File: config.mk
export PLATFORM = sky130hd
export DESIGN_NAME = fix_msg_reader
export DESIGN_NICKNAME = d
export VERILOG_FILES = /design/src/rtl/fix_msg_reader.sv
export SDC_FILE = /design/constraint.sdc
export NUM_CORES = 1
export LEC_CHECK = 0
export BUFFER_PORTS_ARGS = -buffer_cell sky130_fd_sc_hd__buf_2
export CAP_MARGIN = 10
export CORE_UTILIZATION = 58
export DETAILED_ROUTE_END_ITERATION = 12
export GPL_TIMING_DRIVEN = 0
export PLACE_DENSITY = 0.88
export SYNTH_ARGS = -nofsm -noshare
export SYNTH_HDL_FRONTEND = slang
export SYNTH_SLANG_ARGS = --single-unit
File: constraint.sdc
create_clock -name clk -period 4.94 [get_ports clk]
set_input_delay 0.247 -clock clk [delete_from_list [all_inputs] [get_ports clk]]
set_output_delay 0.247 -clock clk [all_outputs]
set_load 0.03 [all_outputs]
File: src/rtl/fix_msg_reader.sv
// fix_msg_reader: captures message boundaries {start, end} into a small
// descriptor queue, then walks each message through the CAM read port and
// presents the words on a valid/ready stream with sop/eop flags.
// Each word costs READ -> LATCH -> SEND, so at least three cycles per word.
// DESC_DEPTH must be a power of two, at least 2.
//
// state  | meaning
// -------+------------------------------------------------------------
// IDLE   | waiting for a descriptor; pops the queue head when present
// READ   | rd_en_o pulsed for cur_addr
// LATCH  | CAM data returns; captured with sop/eop at cycle end
// SEND   | word presented; held stable until msg_ready_i
module fix_msg_reader #(
    parameter int DATA_WIDTH = 32,
    parameter int ADDR_WIDTH = 5,
    parameter int DESC_DEPTH = 4
) (
    input  logic                  clk,
    input  logic                  rst,
    input  logic [ADDR_WIDTH-1:0] start_addr_i,
    input  logic                  store_start_i,
    input  logic [ADDR_WIDTH-1:0] end_addr_i,
    input  logic                  store_end_i,
    output logic                  rd_en_o,
    output logic [ADDR_WIDTH-1:0] rd_addr_o,
    input  logic [DATA_WIDTH-1:0] rd_data_i,
    output logic [DATA_WIDTH-1:0] msg_data_o,
    output logic                  msg_valid_o,
    output logic                  msg_sop_o,
    output logic                  msg_eop_o,
    input  logic                  msg_ready_i,
    output logic                  desc_full_o,
    output logic                  desc_overflow_o,
    output logic                  proto_err_o,
    output logic                  busy_o
);

    localparam int PTR_W  = $clog2(DESC_DEPTH);
    localparam int CNT_W  = $clog2(DESC_DEPTH + 1);
    localparam int DESC_W = 2 * ADDR_WIDTH;

    typedef enum logic [1:0] {
        S_IDLE  = 2'd0,
        S_READ  = 2'd1,
        S_LATCH = 2'd2,
        S_SEND  = 2'd3
    } state_t;

    state_t state_q, state_d;

    // Pending start and sticky error flags
    logic                  pend_valid_q;
    logic [ADDR_WIDTH-1:0] pend_start_q;
    logic                  overflow_q;
    logic                  proto_err_q;

    // Descriptor queue
    logic [DESC_W-1:0]     desc_mem [DESC_DEPTH];
    logic [PTR_W-1:0]      wr_ptr_q;
    logic [PTR_W-1:0]      rd_ptr_q;
    logic [CNT_W-1:0]      count_q;
    logic                  desc_empty;
    logic                  desc_full;
    logic                  push_req;
    logic                  push_ok;
    logic                  push_drop;
    logic                  pop;
    logic [DESC_W-1:0]     head;
    logic [ADDR_WIDTH-1:0] head_start;
    logic [ADDR_WIDTH-1:0] head_end;

    // Message walk datapath
    logic [ADDR_WIDTH-1:0] cur_addr_q, cur_addr_d;
    logic [ADDR_WIDTH-1:0] last_addr_q, last_addr_d;
    logic                  first_q, first_d;
    logic [DATA_WIDTH-1:0] data_q, data_d;
    logic                  sop_q, sop_d;
    logic                  eop_q, eop_d;

    assign desc_empty = (count_q == '0);
    assign desc_full  = (count_q == CNT_W'(DESC_DEPTH));

    // A push uses the pend_start held before this cycle, so an end arriving
    // together with a new start closes the old message first.
    assign push_req  = store_end_i && pend_valid_q;
    assign push_ok   = push_req && (!desc_full || pop);
    assign push_drop = push_req && desc_full && !pop;

    assign head       = desc_mem[rd_ptr_q];
    assign head_start = head[DESC_W-1:ADDR_WIDTH];
    assign head_end   = head[ADDR_WIDTH-1:0];

    assign msg_data_o      = data_q;
    assign msg_sop_o       = sop_q;
    assign msg_eop_o       = eop_q;
    assign desc_full_o     = desc_full;
    assign desc_overflow_o = overflow_q;
    assign proto_err_o     = proto_err_q;

    // Pending-start capture and sticky error flags, independent of the FSM
    always_ff @(posedge clk or posedge rst) begin
        if (rst) begin
            pend_valid_q <= 1'b0;
            pend_start_q <= '0;
            overflow_q   <= 1'b0;
            proto_err_q  <= 1'b0;
        end else begin
            if (store_start_i) begin
                pend_start_q <= start_addr_i;
                pend_valid_q <= 1'b1;
            end else if (store_end_i) begin
                pend_valid_q <= 1'b0;
            end
            if (push_drop) begin
                overflow_q <= 1'b1;
            end
            if (store_end_i && !pend_valid_q) begin
                proto_err_q <= 1'b1;
            end
        end
    end

    // Descriptor queue pointers and occupancy
    always_ff @(posedge clk or posedge rst) begin
        if (rst) begin
            wr_ptr_q <= '0;
            rd_ptr_q <= '0;
            count_q  <= '0;
        end else begin
            if (push_ok) begin
                wr_ptr_q <= wr_ptr_q + PTR_W'(1);
            end
            if (pop) begin
                rd_ptr_q <= rd_ptr_q + PTR_W'(1);
            end
            case ({push_ok, pop})
                2'b10:   count_q <= count_q + CNT_W'(1);
                2'b01:   count_q <= count_q - CNT_W'(1);
                default: count_q <= count_q;
            endcase
        end
    end

    // Descriptor storage; contents are don't-care while the slot is empty
    always_ff @(posedge clk) begin
        if (push_ok) begin
            desc_mem[wr_ptr_q] <= {pend_start_q, end_addr_i};
        end
    end

    // FSM state register
    always_ff @(posedge clk or posedge rst) begin
        if (rst) begin
            state_q <= S_IDLE;
        end else begin
            state_q <= state_d;
        end
    end

    // FSM next-state logic
    always_comb begin
        state_d = state_q;
        case (state_q)
            S_IDLE: begin
                if (!desc_empty) begin
                    state_d = S_READ;
                end
            end
            S_READ:  state_d = S_LATCH;
            S_LATCH: state_d = S_SEND;
            S_SEND: begin
                if (msg_ready_i) begin
                    state_d = eop_q ? S_IDLE : S_READ;
                end
            end
            default: state_d = S_IDLE;
        endcase
    end

    // FSM outputs; rd_addr_o is forced to zero outside READ
    always_comb begin
        rd_en_o     = 1'b0;
        rd_addr_o   = '0;
        msg_valid_o = 1'b0;
        pop         = 1'b0;
        busy_o      = (state_q != S_IDLE);
        case (state_q)
            S_IDLE:  pop = !desc_empty;
            S_READ: begin
                rd_en_o   = 1'b1;
                rd_addr_o = cur_addr_q;
            end
            S_SEND:  msg_valid_o = 1'b1;
            default: ;
        endcase
    end

    // Datapath next values: descriptor load, word capture, address advance
    always_comb begin
        cur_addr_d  = cur_addr_q;
        last_addr_d = last_addr_q;
        first_d     = first_q;
        data_d      = data_q;
        sop_d       = sop_q;
        eop_d       = eop_q;
        case (state_q)
            S_IDLE: begin
                if (!desc_empty) begin
                    cur_addr_d  = head_start;
                    last_addr_d = head_end;
                    first_d     = 1'b1;
                end
            end
            S_LATCH: begin
                data_d = rd_data_i;
                sop_d  = first_q;
                eop_d  = (cur_addr_q == last_addr_q);
            end
            S_SEND: begin
                // Address wraps naturally modulo 2^ADDR_WIDTH
                if (msg_ready_i && !eop_q) begin
                    cur_addr_d = cur_addr_q + ADDR_WIDTH'(1);
                    first_d    = 1'b0;
                end
            end
            default: ;
        endcase
    end

    // Datapath registers
    always_ff @(posedge clk or posedge rst) begin
        if (rst) begin
            cur_addr_q  <= '0;
            last_addr_q <= '0;
            first_q     <= 1'b0;
            data_q      <= '0;
            sop_q       <= 1'b0;
            eop_q       <= 1'b0;
        end else begin
            cur_addr_q  <= cur_addr_d;
            last_addr_q <= last_addr_d;
            first_q     <= first_d;
            data_q      <= data_d;
            sop_q       <= sop_d;
            eop_q       <= eop_d;
        end
    end

endmodule

; After elaboration in Yosys (flattened, before gate mapping)
; Memory sizes are Yosys's and may differ from the RTL's.
; Cells that the tools add are included.
; Widths: inputs -> output; s select.
[word_totals]
elab_cells = 71
ff_bits = 62
out_inout_bits = 45
ram_bits = 40
n_memories = 1
in_bits = 47
[memory_table]
columns = name, depth, width, rd, rd_clocked_by_memory_dff, wr, line
row1 = desc_mem, 4, 10, 1, 0, 1, 58  ; logic [DESC_W-1:0] desc_mem [DESC_DEPTH];
[op_classes]
n_mux = 19
add_sub_neg = 5
n_reduce_logical = 21
eq_ne = 10
n_bitwise = 1
[op_table]
columns = cell, n
row1 = $mux 5, 3
row2 = $mux 1, 10
row3 = $pmux 5 s2, 1
row4 = $pmux 2 s4, 1
row5 = $reduce_bool 2->1, 4
row6 = $eq 2x2->1 const B, 3
row7 = $logic_and 1x1->1, 6
row8 = $ne 2x2->1 const B, 3
row9 = $pmux 3 s2, 1
row10 = $add 5x1->5 const B, 1
row11 = $eq 5x5->1, 1
row12 = $logic_not 1->1, 5
row13 = $add 2x1->2 const B, 2
row14 = $eq 2x1->1 const B, 2
row15 = $mux 2, 2
row16 = $reduce_and 2->1, 2
row17 = $add 3x1->3 const B, 1
row18 = $eq 3x3->1 const B, 1
row19 = $logic_not 3->1, 1
row20 = $reduce_and 3->1, 1
row21 = $sub 3x1->3 const B, 1
row22 = $logic_not 2->1, 1
row23 = $pmux 1 s2, 1
row24 = $logic_or 1x1->1, 1
row25 = $not 1->1, 1

; Depth between registers and ports, before layout
; Gate-level depths: netlist of run 1.
[logic_depth]
ltp_word = 7
depth_mapped = 11
ltp_nobuf = 11

; Worst setup path after synthesis of run 1
; OpenSTA, ideal clock, no wires.
[synth_timing]
kind = reg-to-reg
start = reg count_q[0]
end = reg count_q[1]
setup_slack_ns = 2.372
period_less_slack_ns = 2.568
path_buffers = 0
path_stages_with_launch = 8
required_time_ns = 4.815
arrival_time_ns = 2.443
setup_time_ns = 0.125
cell_sequence = dfrtp_1 nor3b_1 and2_1 nor2_1 inv_1 ha_1 fa_1 mux2_2
[synth_via]
word_cells_on_any_way = 13
cone_classes = add/sub: 2 / eq/ne: 3 / mux: 2 / reduce/logical: 6
[synth_lines]
columns = element, line
row1 = start: declaration, 61  ; logic [CNT_W-1:0] count_q;
row2 = start signal: assignment, 137  ; 2'b10: count_q <= count_q + CNT_W'(1);
row3 = start signal: assignment, 138  ; 2'b01: count_q <= count_q - CNT_W'(1);
row4 = start signal: assignment, 139  ; default: count_q <= count_q;
row5 = $eq 3x3->1 *, 81  ; assign desc_full = (count_q == CNT_W'(DESC_DEPTH));
row6 = net desc_full_o, 32  ; output logic desc_full_o,
row7 = $logic_not 1->1 *, 86  ; assign push_ok = push_req && (!desc_full || pop);
row8 = $logic_or 1x1->1 *, 86
row9 = $logic_and 1x1->1 *, 86
row10 = $eq 2x1->1 or $eq 2x2->1 (tied branches), 136  ; case ({push_ok, pop})
row11 = $pmux 3 s2 or $reduce_bool 2->1 (tied branches), --
; The timed path passes the listed nets; every way through them passes the cells marked *.
; A chain may end at the register's enable or synchronous reset.

; Final worst setup path of run 1
[layout_timing]
start = reg state_q[0]
end = reg count_q[2]
[layout_via]
elab_chain_len = 6
word_cells_on_any_way = 8
cone_classes = eq/ne: 2 / mux: 2 / reduce/logical: 4
[layout_rtl]
columns = element, line
row1 = start: declaration, 49  ; state_t state_q, state_d;
row2 = start signal: assignment, 156  ; state_q <= state_d;
row3 = $logic_not 2->1 *, 187  ; case (state_q)
row4 = $mux 1 *, 187
row5 = $logic_or 1x1->1, 86
row6 = $logic_and 1x1->1, 86
row7 = $eq 2x1->1 or $eq 2x2->1 (tied branches), 136
row8 = $pmux 3 s2 or $reduce_bool 2->1 (tied branches), --
; Every way passes the cells marked *; elsewhere a longest branch is shown, timed or not.

==> reports/results.tsv, run 1 <==
stage	metric	value	unit
outcome	outcome	completed	
clock_network	cts_sinks	102	
floorplanning	die_h	87.6	um
cells_and_area	layout_commonest_cell	buf_2	
power	p_seq_share	39.5	%
cells_and_area	multi_input_area	0.00138	sq mm
cells_and_area	antennaDiodeCount	0	
cells_and_area	fin_util	72.6	%
yosys	synth_top_area_share	36.5	%
job	maxCapViolCount	0	
worst_setup_path	rr_worst_depth	11	
floorplanning	die-area	0.00767	sq mm
yosys	avgSynthCellArea	16.0	sq um
sta	max_freq	0.371	GHz
min_path	hold_class	in -> reg	
cells_and_area	final_cells	470	
worst_setup_path	endpoint_kind	register	
cells_and_area	design_area	0.00504	sq mm
cells_and_area	nets	428	
sta	fin_crit	2.69	ns
power	p_comb_share	45.5	%
yosys	synth_top_cell_by_area	dfrtp_1	
worst_setup_path	critPathLaunch	state_q[0]	
yosys	ys_ff_latch	102	
clock_network	cts_buffers	9	
floorplanning	fp.coreArea	0.00694	sq mm
power	p_per_area	677	mW/mm^2
cells_and_area	fillers	449	
clock_network	cts_buffer_depth	2	
detailed_routing	wirelength	6.99	mm
power	p_clk_share	15.0	%
worst_setup_path	crit_required	5.21	ns
worst_setup_path	criticalPathCategory	reg -> reg	
power	p_leak	0.00218	uW
clock_network	cts_htree_levels	3	
yosys	async_flop_share	60.8	%
place	place_inst	453	
cells_and_area	mostFrequentLayoutCells	94 x buf_2, 62 x dfrtp_1, 43 x mux2_2	
yosys	synth_area_leaders	dfrtp_1 37%, edfxtp_1 28%, mux2_2 11%	
power	vdd_drop_max	0.270	mV
worst_setup_path	start_kind	register	
sta	slew_violations	0	
yosys	yosysSeqAreaShare	64.8	%
sta	slew-limit-headroom	64.6	%
detailed_routing	viasPerCell	5.20	
worst_setup_path	critPathArrivalTime	2.97	ns
yosys	netlist_area	0.00425	sq mm
worst_setup_path	r2r-end	count_q[2]	
detailed_routing	wl_per_cell	14.9	um
sta	hold_viol_final	0	
yosys	syn_nets	325	
clock_network	cts_resized	0	
sta	rsz0062_at_grt	false	
clock_network	cts_tree	yes	
min_path	hold_depth	2	
place	io_buffer_count	90	
grt	overflow	0	
cells_and_area	drive_gt1_share	44.1	%
detailed_routing	num_vias	2444	
sta	skew	0.00960	ns
yosys	synth.distinct_cells	43	
sta	tightestPinTransition	0.531	ns
power	p_sw	1330	uW
worst_setup_path	r2r_setup_slack	2.25	ns
detailed_routing	drcViolationCount	0	
grt	grt_pass1_wl	11.1	mm
power	p_int	2080	uW
sta	final.setup.tns	0	ns
sta	finalSetupViolCount	0	
floorplanning	row_count	30	
clock_network	worstSkewPairLatency	0.35	ns
clock_network	cts.clk_slew.worst_paths	0.09	ns
detailed_routing	drt_iter0_markers	109	
grt	antenna_found_initial	0	
yosys	synth_edf_count	40	
floorplanning	die_w	87.6	um
floorplanning	start_util	61.2	%
power	switching_share	38.9	%
grt	grt_pass1_vias	2422	
grt	grt_max_degree	41	
cells_and_area	seq_area	0.00275	sq mm
place	place.gp.congestion	0.755	
place	place_area	0.00484	sq mm
sta	final.period_utilization	54.5	%
worst_setup_path	r2r_start	state_q[0]	
min_path	worstHoldEndpoint	pend_valid_q	
grt	grt_use_total	19.6	%
worst_setup_path	cp_max_fo	7	
yosys	ys_warn_count	0	
detailed_routing	dr.pass1.iters	4	
place	hpwl	5.25	mm
yosys	synthCells	266	
cells_and_area	synthToLayoutAreaGrowth	18.8	%
floorplanning	io_pins	92	
min_path	hold_path.startpoint	store_end_i	
detailed_routing	route.antenna.remaining_nets	0	
yosys	synth_ff_type	dfrtp_1	
clock_network	root_buffer	clkbuf_8	
## logic make-up after synthesis
| family | synth area share [%] |
|---|---|
| AND/OR/NAND/NOR | 5.10 |
| XOR/XNOR | 2.27 |
| AO/OA/AOI/OAI | 3.33 |
| multiplexers | 18.1 |
| adder cells (fa/ha/maj) | 3.71 |
| flip-flops | 64.8 |
| buffers and inverters | 2.71 |
## critical path, stage by stage (launching register included)
cell and delay [ns]:
dfrtp_1 0.43, inv_1 0.14, ha_1 0.27, inv_1 0.08, and2_1 0.18, nor2_1 0.40, inv_1 0.09, ha_1 0.25
fa_1 0.38, xnor2_1 0.13, nor2_1 0.11, xor2_1 0.16
## how the worst max path moves through the flow
| stage | cells past startpoint | slack [ns] | to |
|---|---|---|---|
| after floorplan | 7 | 2.37 | count_q[1] |
| final | 11 | 2.25 | count_q[2] |
| after global routing | 11 | 2.03 | count_q[2] |
| after global placement | 11 | 2.38 | count_q[2] |
| after CTS | 11 | 2.25 | count_q[2] |
| after detailed placement | 11 | 2.29 | count_q[2] |
## cells in the mapped netlist, types with 2 or more instances
cell type	n
nor3_1	2
and2_1	10
mux2_4	2
a21oi_1	2
clkbuf_1	3
o21ai_0	5
o22ai_1	2
inv_1	11
nand2b_1	2
nor2_1	5
mux4_2	2
buf_2	4
mux4_1	6
dfrtp_1	62
mux2i_1	5
edfxtp_1	40
nand3_1	5
xnor2_1	10
ha_1	11
mux2_2	43
nand2_1	11
a22o_1	2
## routing by layer
| layer | wire length, um | global-route usage [%] | part of all wire, % |
|---|---|---|---|
| met5 | 0 | 0 | 0 |
| met4 | 134 | 8.79 | 1.9 |
| met3 | 379 | 4.24 | 5.4 |
| met2 | 3560 | 34.3 | 51 |
| met1 | 2920 | 23.3 | 42 |
## stage by stage
| step | power, uW | hold slack (ns) | setup WS, ns |
|---|---|---|---|
| after detailed placement | 2930 | 0.323 | 2.29 |
| final | 3410 | 0.107 | 2.25 |
| after floorplan | 2530 | 0.332 | 2.37 |
| after global placement | 2860 | 0.439 | 2.38 |
| after global routing | 3630 | 0.0891 | 2.03 |
| after CTS | 3450 | 0.0946 | 2.25 |
## timing repair
| item | CTS | global route |
|---|---|---|
| buffers inserted | 0 | 0 |
| hold buffers | 1 | 0 |
| hold endpoints to repair | 22 | 0 |
## state kept, by name, summed over array words and instances (netlist names)
signal,cells
desc_overflow_o,1
proto_err_o,1
count_q,3
msg_eop_o,1
last_addr_q,5
cur_addr_q,5
rd_ptr_q,2
msg_data_o,32
first_q,1
desc_mem,40
state_q,2
msg_sop_o,1
wr_ptr_q,2
pend_start_q,5
pend_valid_q,1
## layout make-up
type	count	share of cell area, %
repair buffers	92	9.52
inverters	12	0.893
flip-flops and latches	102	54.6
well taps	96	2.38
clock buffers	10	2.53
plain buffers	10	1.39
multi-input cells	142	27.3
clock inverters	6	1.39
## power by group through the flow
| stage | clock network (uW) | logic, uW | registers, uW |
|---|---|---|---|
| 5_1_grt | 561 | 1690 | 1390 |
| 6_report | 514 | 1550 | 1350 |
| 4_1_cts | 524 | 1570 | 1350 |
| 2_1_floorplan | 0 | 897 | 1630 |
| 3_5_place_dp | 0 | 1560 | 1370 |
| 3_3_place_gp | 0 | 1510 | 1350 |
Power figures use the tool's default switching activity.
==> run 2: changes to the inputs <==
--- a/config.mk
+++ b/config.mk
@@ -7,10 +7,10 @@
 export LEC_CHECK = 0
 export BUFFER_PORTS_ARGS = -buffer_cell sky130_fd_sc_hd__buf_2
 export CAP_MARGIN = 10
-export CORE_UTILIZATION = 58
+export CORE_UTILIZATION = 54
 export DETAILED_ROUTE_END_ITERATION = 12
 export GPL_TIMING_DRIVEN = 0
-export PLACE_DENSITY = 0.88
+export PLACE_DENSITY = 0.83
 export SYNTH_ARGS = -nofsm -noshare
 export SYNTH_HDL_FRONTEND = slang
 export SYNTH_SLANG_ARGS = --single-unit
==> constraint.sdc (replaced) <==
create_clock -name clk -period 2.8 [get_ports clk]
set_input_delay 0.14 -clock clk [delete_from_list [all_inputs] [get_ports clk]]
set_output_delay 0.14 -clock clk [all_outputs]
set_load 0.03 [all_outputs]
==> run 2 against run 1 <==
Clock power up 82%; clock skew about the same; sequential power grew 77%; hold slack got worse by 0.10 ns; global-route usage is 0.93 points lower; power rose by 79%; core utilization is 0.48 points lower; via count is 7.0% higher; setup slack got worse by 2.0 ns; final area increased by 6.0%; flip-flop and latch count did not move; maximum frequency rose by 5.5%.
==> reports/results.tsv, run 2 (synthesized netlist as in run 1, its figures left out) <==
stage	metric	value	unit
sta	slew-limit-headroom	58.8	%
floorplanning	fp.coreArea	0.00741	sq mm
grt	antenna_found_initial	0	
clock_network	cts_setup_buffers	0	
worst_setup_path	rr_worst_depth	11	
cells_and_area	fillers	487	
place	place_inst	456	
sta	skew	0.00934	ns
cells_and_area	synthToLayoutAreaGrowth	25.9	%
power	p_per_area	1140	mW/mm^2
min_path	worstHoldEndpoint	msg_data_o[18]	
cells_and_area	largest_reg_flops	40	
place	io_buffer_count	90	
worst_setup_path	r2r-end	count_q[2]	
floorplanning	start_util	57.3	%
sta	final.period_utilization	91.2	%
detailed_routing	wl_met2	3.97	mm
floorplanning	io_pins	92	
place	place.gp.congestion	0.751	
worst_setup_path	critPathLaunch	state_q[0]	
sta	slew_violations	0	
sta	fin_crit	2.55	ns
detailed_routing	met1_length	3.18	mm
place	hpwl	5.29	mm
cells_and_area	layout_commonest_cell	buf_2	
detailed_routing	wl_per_cell	15.2	um
place	place_area	0.00484	sq mm
clock_network	cts.clk_slew.worst_paths	0.10	ns
min_path	hold_depth	2	
grt	grt_pass1_vias	2510	
clock_network	cts_buffers	9	
cells_and_area	final_cells	502	
detailed_routing	dr.pass1.iters	4	
sta	rsz0062_at_grt	false	
outcome	outcome	completed	
detailed_routing	route.antenna.remaining_nets	0	
floorplanning	die_w	90.7	um
min_path	hold_class	in -> reg	
detailed_routing	drt_iter0_markers	101	
detailed_routing	drcViolationCount	0	
job	maxCapViolCount	0	
grt	overflow	0	
cells_and_area	fin_util	72.2	%
clock_network	cts_tree	yes	
clock_network	cts_sinks	102	
power	vdd_drop_max	0.539	mV
worst_setup_path	critPathArrivalTime	2.85	ns
min_path	hold_path.startpoint	rd_data_i[18]	
sta	tightestPinTransition	0.618	ns
detailed_routing	num_vias	2614	
sta	hold_viol_final	0	
cells_and_area	top_register	desc_mem	
worst_setup_path	cp_max_fo	7	
cells_and_area	nets	457	
cells_and_area	design_area	0.00535	sq mm
worst_setup_path	criticalPathCategory	reg -> reg	
grt	grt_max_degree	38	
sta	max_freq	0.392	GHz
detailed_routing	viasPerCell	5.21	
detailed_routing	top_layer_used	met4	
detailed_routing	wl_met3	316	um
floorplanning	die_h	90.7	um
cells_and_area	mostFrequentLayoutCells	94 x buf_2, 62 x dfrtp_1, 43 x mux2_2	
cells_and_area	antennaDiodeCount	0	
floorplanning	die-area	0.00822	sq mm
worst_setup_path	endpoint_kind	register	
sta	final.setup.tns	0	ns
clock_network	cts_buffer_depth	2	
clock_network	worstSkewPairLatency	0.36	ns
power	total_power	6100	uW
power	p_leak	0.00231	uW
detailed_routing	wirelength	7.62	mm
clock_network	cts_htree_levels	3	
worst_setup_path	crit_required	3.09	ns
worst_setup_path	r2r_start	state_q[0]	
grt	grt_use_total	18.6	%
cells_and_area	drive_gt1_share	41.4	%
grt	grt_pass1_wl	11.7	mm
sta	finalSetupViolCount	0	
clock_network	root_buffer	clkbuf_8	
worst_setup_path	r2r_setup_slack	0.25	ns
worst_setup_path	start_kind	register	
floorplanning	row_count	31	
run 2: cell types whose count changed in the layout (fill, tap and decap cells not counted), sizes merged:
| cell | delta |
|---|---|
| clkbuf | -1 |
| dlygate4sd3 | +29 |
| inv | +1 |
run 2: final cells by class:
| type | instances | area [sq um] | area share (%) |
|---|---|---|---|
| buffer | 10 | 70.1 | 1.31 |
| clock buffer | 9 | 124 | 2.32 |
| clock inverter | 7 | 78.8 | 1.47 |
| inverter | 12 | 45.0 | 0.842 |
| multi-input combinational | 142 | 1380 | 25.8 |
| sequential | 102 | 2750 | 51.5 |
| tap | 99 | 124 | 2.32 |
| timing repair buffer | 121 | 771 | 14.4 |
run 2: routing by layer:
layer / vias to the layer above / track usage [%]
li1: 1228 / -
met1: 1299 / 22.7
met2: 71 / 31.9
met3: 16 / 4.38
met4: 0 / 7.53
met5: - / 0
run 2: worst max-delay path: stages, from the launching register on:
cell     delay, ns
dfrtp_1       0.43
inv_1         0.14
ha_1          0.27
inv_1         0.08
and2_1        0.19
nor2_2        0.28
inv_1         0.08
ha_1          0.24
fa_1          0.38
xnor2_1       0.13
nor2_1        0.11
xor2_1        0.15
run 2: per-stage QoR:
stage	hold WS [ns]	worst slack, ns
2_1_floorplan	0.225	0.232
3_5_place_dp	0.247	0.116
5_1_grt	0.00138	0.0548
4_1_cts	0.00130	0.0977
6_report	0.00687	0.247
3_3_place_gp	0.350	0.225
run 2: what timing repair did:
item / in CTS / in global routing
hold endpoints to repair: 51 / 18
hold buffers: 12 / 18
endpoints found under the setup margin: 0 / 2
resized for setup: 0 / 1
run 2: power by group:
part	total (uW)	switching [uW]	leakage [uW]	internal [uW]
clock network	934	510	0.0000998	424
registers	2390	307	0.00109	2080
logic	2780	1570	0.00112	1210
run 2: worst max path at each step:
| stage | endpoint | depth (start not counted) |
|---|---|---|
| after floorplan | count_q[1] | 7 |
| after global placement | count_q[2] | 11 |
| after detailed placement | count_q[2] | 11 |
| after CTS | count_q[2] | 11 |
| after global routing | count_q[2] | 11 |
| final | count_q[2] | 11 |
